`src/rtl/iter_mul_unit.sv`:
```
// -----------------------------------------------------------------------------
// iter_mul_unit
//
// Iterative shift-add multiplier with val/rdy handshakes on both sides. Signs
// are stripped up front, then one multiplier bit is consumed per cycle, and the
// sign is re-applied to the 2N-bit product on the way out. Each request returns
// either the low half or the high half of the product.
//
// Parameters
//   p_nbits       operand / result width N (N >= 4)
//   p_early_exit  1 = stop once the remaining multiplier bits are all zero
//
// Ports
//   clk             clock
//   rst             synchronous active-high reset
//   istream_val     request valid
//   istream_rdy     unit can accept a request (IDLE only)
//   istream_op      0 MUL (low), 1 MULH (s x s), 2 MULHSU (s x u), 3 MULHU (u x u)
//   istream_in0     multiplicand
//   istream_in1     multiplier
//   ostream_val     result valid (DONE only)
//   ostream_rdy     consumer takes the result
//   ostream_result  selected half of the 2N-bit product
// -----------------------------------------------------------------------------
module iter_mul_unit #(
  parameter int p_nbits      = 32,
  parameter bit p_early_exit = 1'b0
) (
  input  logic               clk,
  input  logic               rst,
  input  logic               istream_val,
  output logic               istream_rdy,
  input  logic [1:0]         istream_op,
  input  logic [p_nbits-1:0] istream_in0,
  input  logic [p_nbits-1:0] istream_in1,
  output logic               ostream_val,
  input  logic               ostream_rdy,
  output logic [p_nbits-1:0] ostream_result
);

  localparam int N  = p_nbits;
  localparam int CW = $clog2(N + 1);

  localparam logic [1:0] S_IDLE = 2'd0;
  localparam logic [1:0] S_CALC = 2'd1;
  localparam logic [1:0] S_DONE = 2'd2;

  localparam logic [1:0] OP_MUL    = 2'd0;
  localparam logic [1:0] OP_MULH   = 2'd1;
  localparam logic [1:0] OP_MULHSU = 2'd2;

  localparam logic [N-1:0]   ONE_N   = 1;
  localparam logic [2*N-1:0] ONE_2N  = 1;
  localparam logic [CW-1:0]  ONE_CW  = 1;
  localparam logic [CW-1:0]  COUNT_N = CW'(N);

  logic [1:0]     state_q, state_d;
  logic [2*N-1:0] a_q, a_d;
  logic [N-1:0]   b_q, b_d;
  logic [2*N-1:0] acc_q, acc_d;
  logic [CW-1:0]  count_q, count_d;
  logic [1:0]     op_q, op_d;
  logic           neg_q, neg_d;

  // Sign handling for the incoming request. The most-negative input negates
  // to itself, which read as unsigned is exactly the magnitude 2^(N-1).
  logic           sign0, sign1;
  logic [N-1:0]   mag0, mag1;

  assign sign0 = istream_in0[N-1] & ((istream_op == OP_MULH) | (istream_op == OP_MULHSU));
  assign sign1 = istream_in1[N-1] & (istream_op == OP_MULH);
  assign mag0  = sign0 ? (~istream_in0 + ONE_N) : istream_in0;
  assign mag1  = sign1 ? (~istream_in1 + ONE_N) : istream_in1;

  assign istream_rdy = (state_q == S_IDLE) & ~rst;
  assign ostream_val = (state_q == S_DONE) & ~rst;

  // NOTE: every variable gets its hold value first so no path leaves it
  // unassigned; otherwise synthesis would infer a latch.
  always_comb begin
    state_d = state_q;
    a_d     = a_q;
    b_d     = b_q;
    acc_d   = acc_q;
    count_d = count_q;
    op_d    = op_q;
    neg_d   = neg_q;

    case (state_q)
      S_IDLE: begin
        if (istream_val && istream_rdy) begin
          a_d     = {{N{1'b0}}, mag0};
          b_d     = mag1;
          acc_d   = '0;
          count_d = '0;
          op_d    = istream_op;
          neg_d   = sign0 ^ sign1;
          state_d = S_CALC;
        end
      end

      S_CALC: begin
        if (b_q[0]) acc_d = acc_q + a_q;
        a_d     = a_q << 1;
        b_d     = b_q >> 1;
        count_d = count_q + ONE_CW;
        // Decision uses post-shift b, so a zero multiplier still takes one pass.
        if ((count_d == COUNT_N) || (p_early_exit && (b_d == '0)))
          state_d = S_DONE;
      end

      S_DONE: begin
        if (ostream_rdy) state_d = S_IDLE;
      end

      default: state_d = S_IDLE;
    endcase
  end

  // NOTE: sequential state uses non-blocking assignments so every register
  // samples the pre-edge values; blocking here would create ordering races.
  // NOTE: the datapath registers are reset too, so the result port reads zero
  // straight out of reset rather than stale or unknown data.
  always_ff @(posedge clk) begin
    if (rst) begin
      state_q <= S_IDLE;
      a_q     <= '0;
      b_q     <= '0;
      acc_q   <= '0;
      count_q <= '0;
      op_q    <= OP_MUL;
      neg_q   <= 1'b0;
    end else begin
      state_q <= state_d;
      a_q     <= a_d;
      b_q     <= b_d;
      acc_q   <= acc_d;
      count_q <= count_d;
      op_q    <= op_d;
      neg_q   <= neg_d;
    end
  end

  // Re-apply the sign to the full 2N-bit product, then pick the requested half.
  logic [2*N-1:0] product;

  assign product        = neg_q ? (~acc_q + ONE_2N) : acc_q;
  assign ostream_result = (op_q == OP_MUL) ? product[N-1:0] : product[2*N-1:N];

endmodule

```
`config.mk`:
```
export PLATFORM = sky130hd
export DESIGN_NAME = iter_mul_unit
export DESIGN_NICKNAME = d
export VERILOG_FILES = /design/src/rtl/iter_mul_unit.sv
export SDC_FILE = /design/constraint.sdc
export NUM_CORES = 1
export LEC_CHECK = 0
export CAP_MARGIN = 20
export CORE_MARGIN = 1.5
export CORE_UTILIZATION = 64
export CTS_BUF_LIST = sky130_fd_sc_hd__clkbuf_8
export CTS_CLUSTER_DIAMETER = 80
export DETAILED_ROUTE_END_ITERATION = 16
export DONT_BUFFER_PORTS = 1
export PLACE_DENSITY = 0.84
export SLEW_MARGIN = 0
export SYNTH_ARGS = -nofsm -noshare
export SYNTH_HDL_FRONTEND = slang
export SYNTH_SLANG_ARGS = --single-unit
export TNS_END_PERCENT = 1
```
`constraint.sdc`:
```
create_clock -name clk -period 5 [get_ports clk]
set_clock_uncertainty 0.05 [all_clocks]
set_input_delay 1 -clock clk [delete_from_list [all_inputs] [get_ports clk]]
set_output_delay 1 -clock clk [all_outputs]
set_load 0.03 [all_outputs]
```
==> impl_metrics.json <==
{
  "syn-num-nets": 1908,
  "grt_use_met1_pct": 50.0,
  "place_ws_ns": 0.550,
  "startpoint": "acc_q[24]$_SDFFE_PP0P_",
  "die_w_um": 145,
  "critical-path-top-delay-family": "simple AND/OR/NAND/NOR gates",
  "drc_errors": 0,
  "grt_pass1_wl_um": 63400,
  "synth_cells": 1769,
  "synth_adder_area_share_pct": 6.72,
  "layout.cells.non_filler": 2007,
  "gr-usage-all-layers_pct": 36.8,
  "synth_edf_count": 0,
  "final_nets": 1869,
  "synth_compound_area_share_pct": 29.7,
  "fp.dieH_um": 145,
  "crit_cells": 11,
  "postCtsSetupBuffers": 0,
  "status": "completed",
  "timing.final.ws_setup_ns": 0.190,
  "worstHoldPathType": "flop to flop",
  "rows": 51,
  "worst-setup-path-type": "flop to output pin",
  "cts-root-buf": "clkbuf_8",
  "cp_slowest_stage_delay_ns": 0.61,
  "rr_startpoint": "acc_q[0]$_SDFFE_PP0P_",
  "cts.clk_slew.worst_paths_ns": 0.10,
  "worst_pin_slew_ns": 0.933,
  "end_kind": "output pin",
  "post_synth_num_cell_types": 75,
  "powerDensity_mw_per_mm2": 208,
  "cts_tree": "done",
  "grt_pass1_vias": 12100,
  "timing.rr.end": "acc_q[62]$_SDFFE_PP0P_",
  "grt_max_degree": 143,
  "syn-mean-instance-area_um2": 7.33,
  "h-tree-depth": 4,
  "dieArea_mm2": 0.0211,
  "slowest_stage": "or4_1",
  "place_hpwl_um": 29900,
  "maxCapViolCount": 0,
  "finalSetupViolCount": 0,
  "crit_chain": "or4_1, or3_1, nor3_1, nand4_1, nor2_2, and3_1, nand2_1, o311ai_0, a31oi_1, nor3_2, buf_4",
  "ant_nets": 0,
  "vdd_drop_max_mv": 0.152,
  "io_pins": 104,
  "core_area_mm2": 0.0197,
  "vias_per_cell": 6.68,
  "synthSimpleGateAreaFrac_pct": 22.4,
  "ys_seq_area_share_pct": 26.4,
  "period_share_pct": 96.2,
  "finalCriticalPeriod_ns": 4.81,
  "async_flop_share_pct": 0,
  "final_hold_viol_count": 0,
  "leakagePower_nw": 5.47,
  "crit_buf_inv": 1,
  "use_met3_pct": 6.45,
  "globalRouteMet2Util_pct": 58.4,
  "vias": 13400,
  "layout_commonest_cell": "nand2_1",
  "synth-seq-cells": 171,
  "startpoint_type": "flop",
  "gp_congestion": 1.00,
  "clkLatencyLatePin_ns": 0.48,
  "layout_common_cells": "nand2_1 (252), a21oi_1 (238), dfxtp_1 (170)",
  "synth_top_family_by_area": "compound AO/OA/AOI/OAI gates",
  "dr.pass1.iters": 6,
  "busiest_layer": "met2",
  "numPortBuffers": 0,
  "antenna_found_initial": 0,
  "cp-endpoint": "ostream_result[29]",
  "crit_fanout": 7,
  "worstPathArrival_ns": 3.76,
  "synth_ff_type": "dfxtp_1",
  "reg2reg_depth": 14,
  "slew-limit-headroom_pct": 37.6,
  "drv_slew": 0,
  "fmax_mhz": 208,
  "layout-drive-gt1-share_pct": 7.41,
  "synthMuxAreaShare_pct": 0.251,
  "reg2reg_slack_ns": 0.70,
  "crit_required_ns": 3.95,
  "syn_area_mm2": 0.0130,
  "initial_core_util_pct": 65.9,
  "wl_per_cell_um": 19.7,
  "wirelength_um": 39600,
  "clkSinkCount": 171,
  "antenna_cells": 0,
  "synth_xor_xnor_area_share_pct": 10.1,
  "drt_iter0_drc": 1319,
  "cts_made_buffers": 17,
  "areaGrowthSynthToFinish_pct": 5.87,
  "final_util_pct": 69.8,
  "grt-ovfl-total": 0,
  "dp_cells": 1975,
  "max-clock-path-buffers": 2,
  "yosysWarnings": 0
}
==> synth_stat cells (all sizes together) (3+ instances only) <==
cell type  number  area share [%]
nor2          106             3.1
a22oi          61             3.5
xor2           58             3.9
o311ai          7            0.53
nor4           16            0.92
dfxtp         171              26
or4            14            0.81
or3            17            0.82
a211oi          7            0.44
o21a           14            0.81
o21ai          99             3.8
nand2b          9            0.43
inv            32            0.93
nor3           44             1.7
buf            12            0.39
a31oi          22             1.1
clkbuf        106             3.1
o21bai         17            0.98
o211ai          6            0.35
ha             68             6.6
a211o           3            0.20
nor3b           5            0.29
or2             7            0.34
and2            6            0.29
nand3          77             3.0
a21o           37             2.1
o41ai          11            0.86
nand4          18            0.92
nor2b          12            0.58
o22ai           6            0.29
a22o           31             2.1
o31a            3            0.20
a21oi         239             9.3
nand2         253             7.3
o31ai          23             1.4
a41oi           4            0.27
xnor2          92             6.2
and3           12            0.58
nand3b          8            0.46
and3b           3            0.20
and4            7            0.47
==> cell families (layout without fill, tap and decap cells) <==
logic type / Yosys count / in the layout
adders and majority gates: 69 / 69
xor gates and xnor gates: 150 / 150
AOI/OAI and AO/OA: 610 / 610
buffers and inverters: 151 / 124
and+or+nand+nor: 615 / 615
DFF: 171 / 171
muxes: 3 / 3
==> layer usage <==
layer	vias up	wire, um	part of all wire [%]
li1	6371	-	-
met1	6293	16700	42
met2	624	17800	45
met3	119	3580	9.0
met4	0	1490	3.8
met5	-	0	0
==> worst min-delay path by stage <==
stage                     cells after the start                 from  slack [ns]                   to
after global routing                          2  b_q[4]$_SDFFE_PP0P_        0.43  b_q[3]$_SDFFE_PP0P_
after CTS                                     2  b_q[5]$_SDFFE_PP0P_        0.41  b_q[4]$_SDFFE_PP0P_
after floorplan                               2  b_q[5]$_SDFFE_PP0P_        0.38  b_q[4]$_SDFFE_PP0P_
after global placement                        2  b_q[5]$_SDFFE_PP0P_        0.39  b_q[4]$_SDFFE_PP0P_
final                                         2  b_q[5]$_SDFFE_PP0P_        0.41  b_q[4]$_SDFFE_PP0P_
after detailed placement                      2  b_q[5]$_SDFFE_PP0P_        0.39  b_q[4]$_SDFFE_PP0P_
==> power by group <==
group	total [mW]	leakage [nW]	switching (mW)	internal [mW]
clock network	0.931	0.188	0.562	0.369
logic	0.487	3.89	0.327	0.160
registers	1.44	1.38	0.0387	1.40
==> cell type report <==
cell class,instances,area [um2]
multi-input cells,1447,9020
repair buffers,60,454
well taps,265,332
fillers,1711,5930
clock inverters,13,113
flip-flops and latches,171,3420
inverters,33,124
clock buffers,18,248
==> registers in the layout, indices dropped and copies added (netlist names) <==
name and flops:
b_q 32, state_q 2, a_q 64, count_q 6, op_q 2, acc_q 64
neg_q 1
==> metrics by stage <==
step | instance area [um2] | power (mW) | TNS (ns) | hold WS (ns)
after floorplan | 13000 | 1.84 | 0 | 0.382
after global placement | 13300 | 1.94 | 0 | 0.386
after detailed placement | 13300 | 1.95 | 0 | 0.388
after CTS | 13700 | 2.86 | 0 | 0.405
after global routing | 13700 | 2.97 | -0.00909 | 0.432
final | 13700 | 2.86 | 0 | 0.409
==> tightest hold or removal path: stages, from the launching register on <==
cell and delay [ns]:
dfxtp_1 0.33, nand2_1 0.05, a21oi_1 0.05
==> what timing repair did <==
item                                   in CTS  in global routing
hold buffers                                0                  0
gates resized for setup                     0                  7
setup endpoints to repair                   0                 12
endpoints found under the hold margin       0                  0
Power figures use the tool's default switching activity.
